==> config.mk <==
export PLATFORM = sky130hd
export DESIGN_NAME = cdb_broadcast_flat
export DESIGN_NICKNAME = d
export VERILOG_FILES = /design/src/rtl/cdb_broadcast_pkg.sv /design/src/rtl/cdb_broadcast_if.sv /design/src/rtl/cdb_broadcast_fifo.sv /design/src/rtl/cdb_broadcast.sv /design/src/flat_wrapper.sv
export SDC_FILE = /design/constraint.sdc
export NUM_CORES = 1
export LEC_CHECK = 0
export CORE_MARGIN = 2
export CORE_UTILIZATION = 30
export CTS_BUF_LIST = sky130_fd_sc_hd__clkbuf_8 sky130_fd_sc_hd__clkbuf_16
export CTS_CLUSTER_DIAMETER = 100
export DETAILED_ROUTE_END_ITERATION = 8
export PLACE_DENSITY_LB_ADDON = 0.12
export SETUP_SLACK_MARGIN = 0.15
export SLEW_MARGIN = 20
export SYNTH_ARGS = -nofsm -noshare
export SYNTH_HDL_FRONTEND = slang
export SYNTH_SLANG_ARGS = --single-unit
==> constraint.sdc <==
create_clock -name clock -period 19.7 [get_ports clock]
set_input_delay 2.955 -clock clock [delete_from_list [all_inputs] [get_ports clock]]
set_output_delay 2.955 -clock clock [all_outputs]
set_load 0.1 [all_outputs]
==> src/rtl/cdb_broadcast_pkg.sv <==
// ---------------------------------------------------------------------------
// cdb_broadcast_pkg
//   Shared machine-wide constants and types for the result broadcast path:
//   superscalar width, functional-unit count and indices, physical register
//   tag width, the CDB entry record and a small index-wrapping helper.
// ---------------------------------------------------------------------------
package cdb_broadcast_pkg;

    localparam int SS_SIZE      = 2;    // CDB broadcast slots per cycle
    localparam int NUM_FU_TOTAL = 5;    // ALU0, ALU1, LD, MULT, BR
    localparam int NUM_PHYS_REG = 128;
    localparam int PHYS_TAG_W   = $clog2(NUM_PHYS_REG);
    localparam int XLEN         = 32;

    localparam int FU_ALU0_IDX  = 0;
    localparam int FU_ALU1_IDX  = 1;
    localparam int FU_LD_IDX    = 2;
    localparam int FU_MULT_IDX  = 3;
    localparam int FU_BR_IDX    = 4;

    // Physical register as seen on the CDB: {ready, tag}
    typedef logic [PHYS_TAG_W:0] phys_reg_t;

    typedef struct packed {
        logic [PHYS_TAG_W-1:0] tag;
        logic [XLEN-1:0]       value;
    } cdb_entry_t;

    // (idx + 1) mod modulus, for idx already in [0, modulus)
    function automatic int wrap_inc(input int idx, input int modulus);
        return (idx + 1 >= modulus) ? 0 : idx + 1;
    endfunction

endpackage

==> src/rtl/cdb_broadcast_if.sv <==
// ---------------------------------------------------------------------------
// cdb_broadcast_if
//   Bundle between the functional units / reservation station side and the
//   CDB broadcaster.
//   master : drives fu_done/fu_tag/fu_value and branch_not_taken, observes
//            the CDB slots, issue_stall and overflow_err.
//   slave  : the broadcaster (cdb_broadcast).
// ---------------------------------------------------------------------------
interface cdb_broadcast_if
    import cdb_broadcast_pkg::*;
#(
    parameter int NUM_FU = NUM_FU_TOTAL,
    parameter int CDB_W  = SS_SIZE,
    parameter int TAG_W  = PHYS_TAG_W,
    parameter int DATA_W = XLEN
);
    logic                               branch_not_taken;
    logic [NUM_FU-1:0]                  fu_done;
    logic [NUM_FU-1:0][TAG_W-1:0]       fu_tag;
    logic [NUM_FU-1:0][DATA_W-1:0]      fu_value;
    logic [CDB_W-1:0][TAG_W:0]          CDB_out;     // {ready, tag} per slot
    logic [CDB_W-1:0][DATA_W-1:0]       CDB_value;
    logic [CDB_W-1:0]                   CAM_en;
    logic [NUM_FU-1:0]                  issue_stall;
    logic                               overflow_err;

    modport master (
        output branch_not_taken, fu_done, fu_tag, fu_value,
        input  CDB_out, CDB_value, CAM_en, issue_stall, overflow_err
    );

    modport slave (
        input  branch_not_taken, fu_done, fu_tag, fu_value,
        output CDB_out, CDB_value, CAM_en, issue_stall, overflow_err
    );
endinterface

==> src/rtl/cdb_broadcast_fifo.sv <==
// ---------------------------------------------------------------------------
// cdb_fifo
//   Per-FU result FIFO.  Push and pop in the same cycle are accepted at any
//   occupancy (including full); a push into a full FIFO without a pop is
//   ignored.  flush_i empties the FIFO at the edge and overrides push/pop.
//   Ports: clk_i, rst_ni (async active-low), push_i, pop_i, flush_i,
//          din_i (entry to enqueue), head_o (oldest entry), empty_o, count_o.
// ---------------------------------------------------------------------------
module cdb_fifo
    import cdb_broadcast_pkg::*;
#(
    parameter int  BUF_DEPTH = 2,
    parameter type ENTRY_T   = cdb_entry_t
) (
    input  logic                       clk_i,
    input  logic                       rst_ni,
    input  logic                       push_i,
    input  logic                       pop_i,
    input  logic                       flush_i,
    input  ENTRY_T                     din_i,
    output ENTRY_T                     head_o,
    output logic                       empty_o,
    output logic [$clog2(BUF_DEPTH):0] count_o
);
    localparam int PTR_W = $clog2(BUF_DEPTH);
    localparam int CNT_W = PTR_W + 1;
    localparam logic [CNT_W-1:0] FULL_CNT = CNT_W'(BUF_DEPTH);

    ENTRY_T           mem_q [BUF_DEPTH];
    logic [PTR_W-1:0] wr_ptr_q, wr_ptr_d;
    logic [PTR_W-1:0] rd_ptr_q, rd_ptr_d;
    logic [CNT_W-1:0] count_q, count_d;
    logic             do_push, do_pop;

    assign do_pop  = pop_i & (count_q != '0);
    // A full FIFO can still take a push when its head leaves in the same cycle
    assign do_push = push_i & ((count_q != FULL_CNT) | do_pop);

    always_comb begin
        wr_ptr_d = wr_ptr_q;
        rd_ptr_d = rd_ptr_q;
        count_d  = count_q;
        if (flush_i) begin
            wr_ptr_d = '0;
            rd_ptr_d = '0;
            count_d  = '0;
        end else begin
            // Depth is a power of two, so pointers wrap naturally
            if (do_push) wr_ptr_d = wr_ptr_q + PTR_W'(1);
            if (do_pop)  rd_ptr_d = rd_ptr_q + PTR_W'(1);
            if (do_push && !do_pop)      count_d = count_q + CNT_W'(1);
            else if (!do_push && do_pop) count_d = count_q - CNT_W'(1);
        end
    end

    always_ff @(posedge clk_i or negedge rst_ni) begin
        if (!rst_ni) begin
            wr_ptr_q <= '0;
            rd_ptr_q <= '0;
            count_q  <= '0;
        end else begin
            wr_ptr_q <= wr_ptr_d;
            rd_ptr_q <= rd_ptr_d;
            count_q  <= count_d;
        end
    end

    // Storage carries no reset; the head is only consumed when count is non-zero
    always_ff @(posedge clk_i) begin
        if (do_push && !flush_i) mem_q[wr_ptr_q] <= din_i;
    end

    assign head_o  = mem_q[rd_ptr_q];
    assign empty_o = (count_q == '0);
    assign count_o = count_q;

endmodule

==> src/rtl/cdb_broadcast.sv <==
// ---------------------------------------------------------------------------
// cdb_broadcast
//   Collects functional-unit completions into one small FIFO per FU and
//   broadcasts up to CDB_W {tag,value} results per cycle on the CDB, picking
//   FUs in rotating priority starting at rr_ptr.  Drives issue_stall so the
//   RS stops issuing to an FU whose result buffer is about to fill, and a
//   sticky overflow_err if a result ever arrives at a full buffer.
//   Ports: clock, reset (async, active-low), bus (cdb_broadcast_if.slave).
//   Optional feature: define CDB_BYPASS_EN to let a result arriving at an
//   empty FIFO compete for a slot in the same cycle.
// ---------------------------------------------------------------------------
module cdb_broadcast
    import cdb_broadcast_pkg::*;
#(
    parameter int NUM_FU    = NUM_FU_TOTAL,
    parameter int CDB_W     = SS_SIZE,
    parameter int BUF_DEPTH = 2,
    parameter int TAG_W     = $clog2(NUM_PHYS_REG),
    parameter int DATA_W    = 32
) (
    input  logic           clock,
    input  logic           reset,
    cdb_broadcast_if.slave bus
);
    localparam int CNT_W = $clog2(BUF_DEPTH) + 1;
    localparam int RR_W  = (NUM_FU > 1) ? $clog2(NUM_FU) : 1;
    localparam logic [CNT_W-1:0] FULL_CNT = CNT_W'(BUF_DEPTH);
    localparam logic [CNT_W-1:0] NEAR_CNT = CNT_W'(BUF_DEPTH - 1);

    typedef struct packed {
        logic [TAG_W-1:0]  tag;
        logic [DATA_W-1:0] value;
    } entry_t;

    entry_t            incoming [NUM_FU];
    entry_t            head     [NUM_FU];
    entry_t            cand     [NUM_FU];
    logic [CNT_W-1:0]  count    [NUM_FU];
    logic [NUM_FU-1:0] empty, cand_vld, grant, pop, push, bypass, stall;
    entry_t            slot_ent [CDB_W];
    logic [CDB_W-1:0]  slot_vld;
    logic [RR_W-1:0]   rr_ptr_q, rr_ptr_d;
    logic              overflow_err_q, overflow_err_d;
    logic              flush;

    assign flush = bus.branch_not_taken;

    for (genvar i = 0; i < NUM_FU; i++) begin : g_fu
        assign incoming[i] = {bus.fu_tag[i], bus.fu_value[i]};

        cdb_fifo #(
            .BUF_DEPTH (BUF_DEPTH),
            .ENTRY_T   (entry_t)
        ) u_fifo (
            .clk_i   (clock),
            .rst_ni  (reset),
            .push_i  (push[i]),
            .pop_i   (pop[i]),
            .flush_i (flush),
            .din_i   (incoming[i]),
            .head_o  (head[i]),
            .empty_o (empty[i]),
            .count_o (count[i])
        );
    end

    // Arbitration candidates: the FIFO head, or with bypass the incoming
    // result of an FU whose FIFO is empty
    always_comb begin
        for (int i = 0; i < NUM_FU; i++) begin
            cand_vld[i] = ~empty[i];
            cand[i]     = head[i];
`ifdef CDB_BYPASS_EN
            if (empty[i] && bus.fu_done[i]) begin
                cand_vld[i] = 1'b1;
                cand[i]     = incoming[i];
            end
`endif
        end
    end

    // Rotating-priority selector: first CDB_W candidates in scan order from
    // rr_ptr get slots 0..CDB_W-1; the pointer moves past the last winner
    always_comb begin
        int n;
        int idx;
        grant    = '0;
        slot_vld = '0;
        rr_ptr_d = rr_ptr_q;
        for (int s = 0; s < CDB_W; s++) slot_ent[s] = '0;
        n = 0;
        for (int k = 0; k < NUM_FU; k++) begin
            idx = int'(rr_ptr_q) + k;
            if (idx >= NUM_FU) idx = idx - NUM_FU;
            if (!flush && cand_vld[idx] && n < CDB_W) begin
                grant[idx]    = 1'b1;
                slot_vld[n]   = 1'b1;
                slot_ent[n]   = cand[idx];
                rr_ptr_d      = RR_W'(wrap_inc(idx, NUM_FU));
                n             = n + 1;
            end
        end
    end

    always_comb begin
        overflow_err_d = overflow_err_q;
        for (int i = 0; i < NUM_FU; i++) begin
            // A grant to an empty FIFO can only be a bypassed result
            pop[i]    = grant[i] & ~empty[i];
            bypass[i] = grant[i] & empty[i];
            push[i]   = bus.fu_done[i] & ~flush & ~bypass[i]
                      & ((count[i] != FULL_CNT) | pop[i]);
            stall[i]  = (count[i] == FULL_CNT)
                      | ((count[i] == NEAR_CNT) & bus.fu_done[i] & ~pop[i]);
            if (bus.fu_done[i] && count[i] == FULL_CNT && !pop[i])
                overflow_err_d = 1'b1;
        end
    end

    always_ff @(posedge clock or negedge reset) begin
        if (!reset) begin
            rr_ptr_q       <= '0;
            overflow_err_q <= 1'b0;
        end else begin
            rr_ptr_q       <= rr_ptr_d;
            overflow_err_q <= overflow_err_d;
        end
    end

    // Unused slots carry all-zero entries, so the ready bit is just the valid
    for (genvar s = 0; s < CDB_W; s++) begin : g_slot
        assign bus.CAM_en[s]    = slot_vld[s];
        assign bus.CDB_out[s]   = {slot_vld[s], slot_ent[s].tag};
        assign bus.CDB_value[s] = slot_ent[s].value;
    end

    assign bus.issue_stall  = stall;
    assign bus.overflow_err = overflow_err_q;

endmodule
==> src/flat_wrapper.sv <==
// flat-port wrapper written by rule: the top's interface ports become plain ports
module cdb_broadcast_flat import cdb_broadcast_pkg::*;
#(
    parameter int NUM_FU    = NUM_FU_TOTAL,
    parameter int CDB_W     = SS_SIZE,
    parameter int BUF_DEPTH = 2,
    parameter int TAG_W     = $clog2(NUM_PHYS_REG),
    parameter int DATA_W    = 32
)
  (clock, reset, bus_branch_not_taken, bus_fu_done, bus_fu_tag, bus_fu_value, bus_CDB_out, bus_CDB_value, bus_CAM_en, bus_issue_stall, bus_overflow_err);
  cdb_broadcast_if #(.NUM_FU(NUM_FU), .CDB_W(CDB_W), .TAG_W(TAG_W), .DATA_W(DATA_W)) bus_i ();
  input  logic clock;
  input  logic reset;
  input wire logic [$bits(bus_i.branch_not_taken)-1:0] bus_branch_not_taken;
  input wire logic [$bits(bus_i.fu_done)-1:0] bus_fu_done;
  input wire logic [$bits(bus_i.fu_tag)-1:0] bus_fu_tag;
  input wire logic [$bits(bus_i.fu_value)-1:0] bus_fu_value;
  output wire logic [$bits(bus_i.CDB_out)-1:0] bus_CDB_out;
  output wire logic [$bits(bus_i.CDB_value)-1:0] bus_CDB_value;
  output wire logic [$bits(bus_i.CAM_en)-1:0] bus_CAM_en;
  output wire logic [$bits(bus_i.issue_stall)-1:0] bus_issue_stall;
  output wire logic [$bits(bus_i.overflow_err)-1:0] bus_overflow_err;
  assign bus_i.branch_not_taken = bus_branch_not_taken;
  assign bus_i.fu_done = bus_fu_done;
  assign bus_i.fu_tag = bus_fu_tag;
  assign bus_i.fu_value = bus_fu_value;
  assign bus_CDB_out = bus_i.CDB_out;
  assign bus_CDB_value = bus_i.CDB_value;
  assign bus_CAM_en = bus_i.CAM_en;
  assign bus_issue_stall = bus_i.issue_stall;
  assign bus_overflow_err = bus_i.overflow_err;
  cdb_broadcast #(.NUM_FU(NUM_FU), .CDB_W(CDB_W), .BUF_DEPTH(BUF_DEPTH), .TAG_W(TAG_W), .DATA_W(DATA_W)) u_core (.clock(clock), .reset(reset), .bus(bus_i));
endmodule
== Yosys cells after proc, flatten, opt, wreduce, memory -nomap -nowiden ==
Memories as Yosys holds them, arrays and structs flattened.
Index checks and enable logic that the tools add are counted.
Widths: inputs -> output; s select.

* Input bits: 203
* RAM bits: 390
* Memories kept: 5
* Register bits after elaboration: 24

{| class="wikitable"
|+ Memories
! memory !! words !! bits a word !! read ports !! clocked after memory_dff !! write ports !! RTL line !! text
|-
| u_core.g_fu[0].u_fifo.mem_q || 2 || 39 || 1 || 0 || 1 || cdb_broadcast_fifo.sv:29 || <nowiki>ENTRY_T mem_q [BUF_DEPTH];</nowiki>
|-
| u_core.g_fu[1].u_fifo.mem_q || 2 || 39 || 1 || 0 || 1 || cdb_broadcast_fifo.sv:29 ||
|-
| u_core.g_fu[2].u_fifo.mem_q || 2 || 39 || 1 || 0 || 1 || cdb_broadcast_fifo.sv:29 ||
|-
| u_core.g_fu[3].u_fifo.mem_q || 2 || 39 || 1 || 0 || 1 || cdb_broadcast_fifo.sv:29 ||
|-
| u_core.g_fu[4].u_fifo.mem_q || 2 || 39 || 1 || 0 || 1 || cdb_broadcast_fifo.sv:29 ||
|}

* Bitwise gates (word level): 93
* Mux-type cells: 144
* $add $sub $neg: 37
* $lt $le $gt $ge: 45
* Reduce and logical (&&, ||, !) cells: 90
* Equality and inequality tests: 15

{| class="wikitable"
|+ Operators by type and width
! operator !! count
|-
| $bmux 39 s3 || 5
|-
| $mux 39 || 15
|-
| $ge 32x4->1 const B || 14
|-
| $bwmux 78 || 4
|-
| $mux 78 || 4
|-
| $ge 32x1->1 const B || 8
|-
| $mux 32 || 8
|-
| $not 32->32 || 8
|-
| $add 32x2->32 const B || 7
|-
| $lt 32x3->1 const B || 6
|-
| $lt 32x5->1 const B || 5
|-
| $demux 39 s1 || 4
|-
| $ge 32x2->1 const B || 4
|-
| $lt 32x1->1 const B || 4
|-
| $sub 32x4->32 const B || 4
|-
| $mux 1 || 56
|-
| $logic_and 1x1->1 || 47
|-
| $and 1x1->1 || 45
|-
| $mux 2 || 19
|-
| $not 1->32 || 1
|-
| $mux 3 || 10
|-
| $reduce_bool 2->1 || 15
|-
| $mux 5 || 5
|-
| $or 5x5->5 || 4
|-
| other kinds (25) || 122
|}

== Longest topological paths before layout ==
* Word-level depth: 29
* Depth in mapped cells: 27

== By module ==
A second synthesis with hierarchy kept.

* Cells, all modules: 2761
* Area, all modules: 28439.8 um^2

{| class="wikitable"
|+ Modules (own cells, without submodules)
! module !! area an instance (um^2) !! instances !! cells each !! sequential area each (um^2)
|-
| cdb_fifo || 3035.4 || 5 || 144 || 2442.3
|-
| cdb_broadcast || 13262.7 || 1 || 2041 || 100.1
|}

== Worst setup path after synthesis ==
No wires, ideal clock.

* Path kind: input port to output port
* Start: input port bus_branch_not_taken
* End: output port bus_CDB_value[42]
* Setup slack: 8.997 ns
* Stages on the path: 13
* Arrival: 7.748 ns
* Path through: clkinv_1 > o2111ai_2 > a221oi_4 > ha_1 > nor3_2 > inv_1 > fa_1 > inv_1 > ha_1 > or4_4 > a211oi_2 > buf_2 > mux2i_1

* Word-level cells in the longest chain between the ends: 19

{| class="wikitable"
|+ RTL lines
! what !! RTL line !! text
|-
| start, declared || flat_wrapper.sv:14 || <nowiki>input wire logic [$bits(bus_i.branch_not_taken)-1:0] bus_branch_not_taken;</nowiki>
|-
| $logic_not 1->1 (*) || cdb_broadcast.sv:95 || <nowiki>if (!flush && cand_vld[idx] && n < CDB_W) begin</nowiki>
|-
| $logic_and 1x1->1 || cdb_broadcast.sv:95 ||
|-
| $mux 1 || cdb_broadcast.sv:95 ||
|-
| $lt 1x2->1 || cdb_broadcast.sv:95 ||
|-
| $logic_and 1x1->1 || cdb_broadcast.sv:95 ||
|-
| $mux 32 || cdb_broadcast.sv:95 ||
|-
| $lt 32x3->1 || cdb_broadcast.sv:95 ||
|-
| $logic_and 1x1->1 || cdb_broadcast.sv:95 ||
|-
| (+3 left out) || -- ||
|-
| $mux 32 || cdb_broadcast.sv:95 ||
|-
| $not 32->32 (implied by the code) || cdb_broadcast.sv:98 || <nowiki>slot_ent[n] = cand[idx];</nowiki>
|-
| $ge 32x2->1 (implied by the code) or $lt 32x1->1 (tied branches) || cdb_broadcast.sv:98 ||
|-
| $logic_and 1x1->1 (implied by the code) || cdb_broadcast.sv:98 ||
|-
| $mux 39 (implied by the code) || cdb_broadcast.sv:98 ||
|-
| $demux 39 s1 || cdb_broadcast.sv:98 ||
|-
| $bwmux 78 || cdb_broadcast.sv:98 ||
|-
| $mux 78 (*) || cdb_broadcast.sv:95 ||
|-
| end, declared || flat_wrapper.sv:19 || <nowiki>output wire logic [$bits(bus_i.CDB_value)-1:0] bus_CDB_value;</nowiki>
|}

Mark *: on every way between the ends. The rest lies on a longest branch, timed or not.

== Worst setup path after layout ==
* Start: register u_core.rr_ptr_q[0]
* End: output port bus_CDB_value[17]

* Word-level cells in the longest chain between the ends: 23

{| class="wikitable"
|+ RTL lines
! what !! RTL line !! text
|-
| start, declared || cdb_broadcast.sv:42 || <nowiki>logic [RR_W-1:0] rr_ptr_q, rr_ptr_d;</nowiki>
|-
| start signal, assigned || cdb_broadcast.sv:125 || <nowiki>rr_ptr_q <= rr_ptr_d;</nowiki>
|-
| branches (longest 22 deep; another with $sub 32x4->32) || -- ||
|-
| $mux 78 (*) || cdb_broadcast.sv:95 ||
|}

Every way passes the cells marked *. The select of a mux whose other input is x is not followed.

==> metrics.json <==
{
  "first_iter_violations": {"value": 3272},
  "postSynthCellCount": {"value": 2831},
  "maxClockFrequency": {"value": 0.0722, "unit": "GHz"},
  "grt_overflow": {"value": 0},
  "worst_path_dominant_cell_family": {"value": "buffers and inverters"},
  "crit-reg2reg-launch": {"value": "u_core.rr_ptr_q[0]$_DFFE_PN0P_"},
  "insertion_delay": {"value": 620, "unit": "ps"},
  "yosys-mux-area-fraction": {"value": 11.3, "unit": "%"},
  "cp_data_arrival_time": {"value": 10900, "unit": "ps"},
  "nFillCells": {"value": 9183},
  "cp.required": {"value": 16750, "unit": "ps"},
  "post-place-ws": {"value": 6390, "unit": "ps"},
  "final_antenna_net_count": {"value": 0},
  "timing.rr.end": {"value": "u_core.g_fu[0].u_fifo.mem_q[1][22]$_DFFE_PP_"},
  "die_height": {"value": 309, "unit": "µm"},
  "detail_route.wl_per_cell": {"value": 31.9, "unit": "µm"},
  "grt_pass1_wl": {"value": 189, "unit": "mm"},
  "die_area": {"value": 95400, "unit": "µm²"},
  "worst_hold_startpoint": {"value": "u_core.bus.overflow_err$_DFFE_PN0P_"},
  "synth_compound_area_share": {"value": 27.8, "unit": "%"},
  "fraction_of_the_yosys_area_taken_by_sequential_cells": {"value": 44.2, "unit": "%"},
  "hold-path-cell-count": {"value": 2},
  "mappedNetlistArea": {"value": 27900, "unit": "µm²"},
  "post-route-period-util": {"value": 70.4, "unit": "%"},
  "drcViolationCount": {"value": 0},
  "timing.slew.headroom": {"value": 19.8, "unit": "%"},
  "report.final.slew_viol_count": {"value": 0},
  "gr_usage_total": {"value": 27.8, "unit": "%"},
  "critPathSlowestCell": {"value": "clkdlybuf4s50_1"},
  "r2r_cells": {"value": 24},
  "final.min_clock_period": {"value": 13860, "unit": "ps"},
  "cts_num_sinks": {"value": 414},
  "post_synth_main_area_contributors": {"value": "edfxtp_1, mux2i_1, o21ai_0, nand2_1, a211oi_1"},
  "synth-edff-count": {"value": 390},
  "setup.reg_to_reg.worst_slack": {"value": 10300, "unit": "ps"},
  "via_per_inst": {"value": 6.09},
  "multi_input_area": {"value": 14500, "unit": "µm²"},
  "finalSetupTns": {"value": 0, "unit": "ps"},
  "hold_path_end": {"value": "u_core.bus.overflow_err$_DFFE_PN0P_"},
  "category_of_the_most_critical_setup_path": {"value": "reg -> out"},
  "ys.warnings.count": {"value": 0},
  "synth_largest_area_cell": {"value": "edfxtp_1"},
  "rsz0062_at_grt": {"value": "no"},
  "critical-path-max-stage-delay": {"value": 1160, "unit": "ps"},
  "port-buffer-count": {"value": 290},
  "wire_length_after_detailed_routing": {"value": 136, "unit": "mm"},
  "yosys.area_share.xor_xnor": {"value": 0.588, "unit": "%"},
  "timing.final.setup_violations": {"value": 0},
  "synth_simple_gate_area_share": {"value": 9.13, "unit": "%"},
  "antenna_found_initial": {"value": 1},
  "place_area": {"value": 32000, "unit": "µm²"},
  "ys_async_sr_fraction": {"value": 5.80, "unit": "%"},
  "synth_top_family_by_area": {"value": "compound AO/OA/AOI/OAI gates"},
  "netlist-cell-type-count": {"value": 96},
  "io-pin-count": {"value": 291},
  "timing.critical_path.fanout_max": {"value": 47},
  "post_synth_fa_ha_maj_area_fraction": {"value": 2.48, "unit": "%"},
  "num_vias": {"value": 26000},
  "ys_seq_elements": {"value": 414},
  "worstSetupEndpointType": {"value": "output pin"},
  "floorplan.rows": {"value": 111},
  "clock_root_buffer": {"value": "clkbuf_16"},
  "hold-worst-slack": {"value": 532, "unit": "ps"},
  "final_area": {"value": 33700, "unit": "µm²"},
  "holdBufCountCts": {"value": 0},
  "dominantRegCellSynth": {"value": "edfxtp_1"},
  "core": {"value": 91900, "unit": "µm²"},
  "cts_buffer_depth": {"value": 3},
  "ctsHtreeMaxLevel": {"value": 2},
  "worst-path-buf-inv": {"value": 10},
  "finalClockSkew": {"value": 31.7, "unit": "ps"},
  "synth_top_area_share": {"value": 42.0, "unit": "%"},
  "detail_route.first_pass.iterations": {"value": 9},
  "timing.critical_path.from": {"value": "u_core.rr_ptr_q[0]$_DFFE_PN0P_"},
  "finish.net_count": {"value": 3236},
  "hold_path.class": {"value": "reg -> reg"},
  "grt_start_max_net_pins": {"value": 85},
  "flow.area_growth_from_synthesis": {"value": 20.9, "unit": "%"},
  "first_global_vias": {"value": 25500},
  "post_detailed_placement_half_perimeter_wirelength": {"value": 95.4, "unit": "mm"},
  "postSynthNetCount": {"value": 3088},
  "final_report_hold_violation_count": {"value": 0},
  "dieWidth": {"value": 309, "unit": "µm"},
  "post_cts_buffers": {"value": 0},
  "tritoncts": {"value": "yes"},
  "run_status": {"value": "finished clean"},
  "gp_congestion": {"value": 0.942},
  "drive_above_1_share": {"value": 11.1, "unit": "%"},
  "timing.critical_path.from_type": {"value": "flip-flop"},
  "syn-mean-instance-area": {"value": 9.85, "unit": "µm²"},
  "timing.max_cap.violations": {"value": 0},
  "effective_utilization_at_floorplan": {"value": 30.3, "unit": "%"},
  "worst_setup_hold_path_clk_slew": {"value": 60, "unit": "ps"},
  "tightest_slew": {"value": 1170, "unit": "ps"},
  "final_worst_setup_slack": {"value": 5840, "unit": "ps"},
  "cts-resized-gates": {"value": 0},
  "cts_buffers": {"value": 51},
  "final-seq-area": {"value": 12300, "unit": "µm²"}
}
synthesized netlist by cell type (7+ instances only):
master	number
and3_1	9
nand3_1	21
mux2_2	100
o21ai_0	252
nor3_1	25
a311oi_1	10
nand2b_1	12
ha_1	52
nor2_1	151
buf_2	26
o221ai_1	23
o22ai_1	107
nand2_1	317
a211oi_1	155
o211ai_1	74
mux2i_1	198
o2bb2ai_1	11
edfxtp_1	390
a22oi_1	88
a2bb2oi_1	10
a31oi_1	48
nand4_1	8
a221oi_1	40
and2_1	7
buf_4	7
buf_1	28
inv_1	42
a21oi_1	156
nor4_1	12
o31ai_1	39
a21o_1	22
a222oi_1	12
dfrtp_1	24
clkbuf_1	202
xnor2_1	10
o22a_1	14
o311a_1	9
worst max-delay path by stage:
stage                                   end  slack [ps]  depth (start not counted)
final                     bus_CDB_value[17]        5840                         26
after global placement    bus_CDB_value[31]        6570                         18
after detailed placement     bus_CDB_out[1]        6390                         18
after global routing      bus_CDB_value[16]        5510                         26
after floorplan           bus_CDB_value[42]        9000                         13
after CTS                    bus_CDB_out[1]        5960                         26
cells by family (layout without fill, tap and decap cells):
logic type                 after synthesis  after routing
muxes                                  301            301
other                                    0              2
adders and majority gates               54             54
and+or+nand+nor                        593            593
AOI/OAI and AO/OA                     1134           1134
xor gates and xnor gates                17             17
buffers and inverters                  318            504
DFF                                    414            414
registers in the layout, summed over array words and instances, names as in the netlist:
signal                       count
u_core.g_fu.u_fifo.mem_q       390
u_core.g_fu.u_fifo.count_o      10
u_core.g_fu.u_fifo.rd_ptr_q      5
u_core.g_fu.u_fifo.wr_ptr_q      5
u_core.rr_ptr_q                  3
u_core.bus.overflow_err          1
worst min-delay path, cell delays in order, from the launching register on:
cell and delay [ps]:
dfrtp_1 360, a31oi_1 70, nand4_1 70
metal layers:
metal	routed length, µm	up-vias	global-route usage, %
met2	69200	1406	49.9
li1	-	11400	-
met3	8210	304	3.25
met1	49900	12900	31.8
met5	0	-	0
met4	8670	0	16.1
cells in the final DEF, fill, tap and decap left out, types with 40 or more instances in the layout:
| master | netlist | routed |
|---|---|---|
| a211oi_1 | 155 | 155 |
| a21oi_1 | 156 | 154 |
| a221oi_1 | 40 | 40 |
| a22oi_1 | 88 | 88 |
| a31oi_1 | 48 | 48 |
| buf_4 | 7 | 71 |
| clkbuf_16 | 0 | 51 |
| clkdlybuf4s50_1 | 0 | 289 |
| edfxtp_1 | 390 | 390 |
| ha_1 | 52 | 50 |
| inv_1 | 42 | 48 |
| mux2_2 | 100 | 100 |
| mux2i_1 | 198 | 196 |
| nand2_1 | 317 | 314 |
| nor2_1 | 151 | 148 |
| o211ai_1 | 74 | 74 |
| o21ai_0 | 252 | 252 |
| o22ai_1 | 107 | 105 |
layout make-up:
type                    count  share of cell area (%)
multi-input cells        2099                    43.1
flip-flops and latches    414                    36.6
repair buffers            361                    10.2
well taps                1243                    4.62
clock buffers              51                    3.79
clock inverters            40                    1.16
inverters                  52                   0.590
diodes                      2                  0.0149
through the flow:
stage          cells  util [%]
4_1_cts         4260      36.6
6_report        4262      36.7
2_1_floorplan   2831         -
5_1_grt         4260      36.6
3_5_place_dp    4169      34.8
3_3_place_gp    4169      34.8
Power is not shown: default switching activity piles up to over one toggle a cycle in this logic, so the estimate is an artifact.
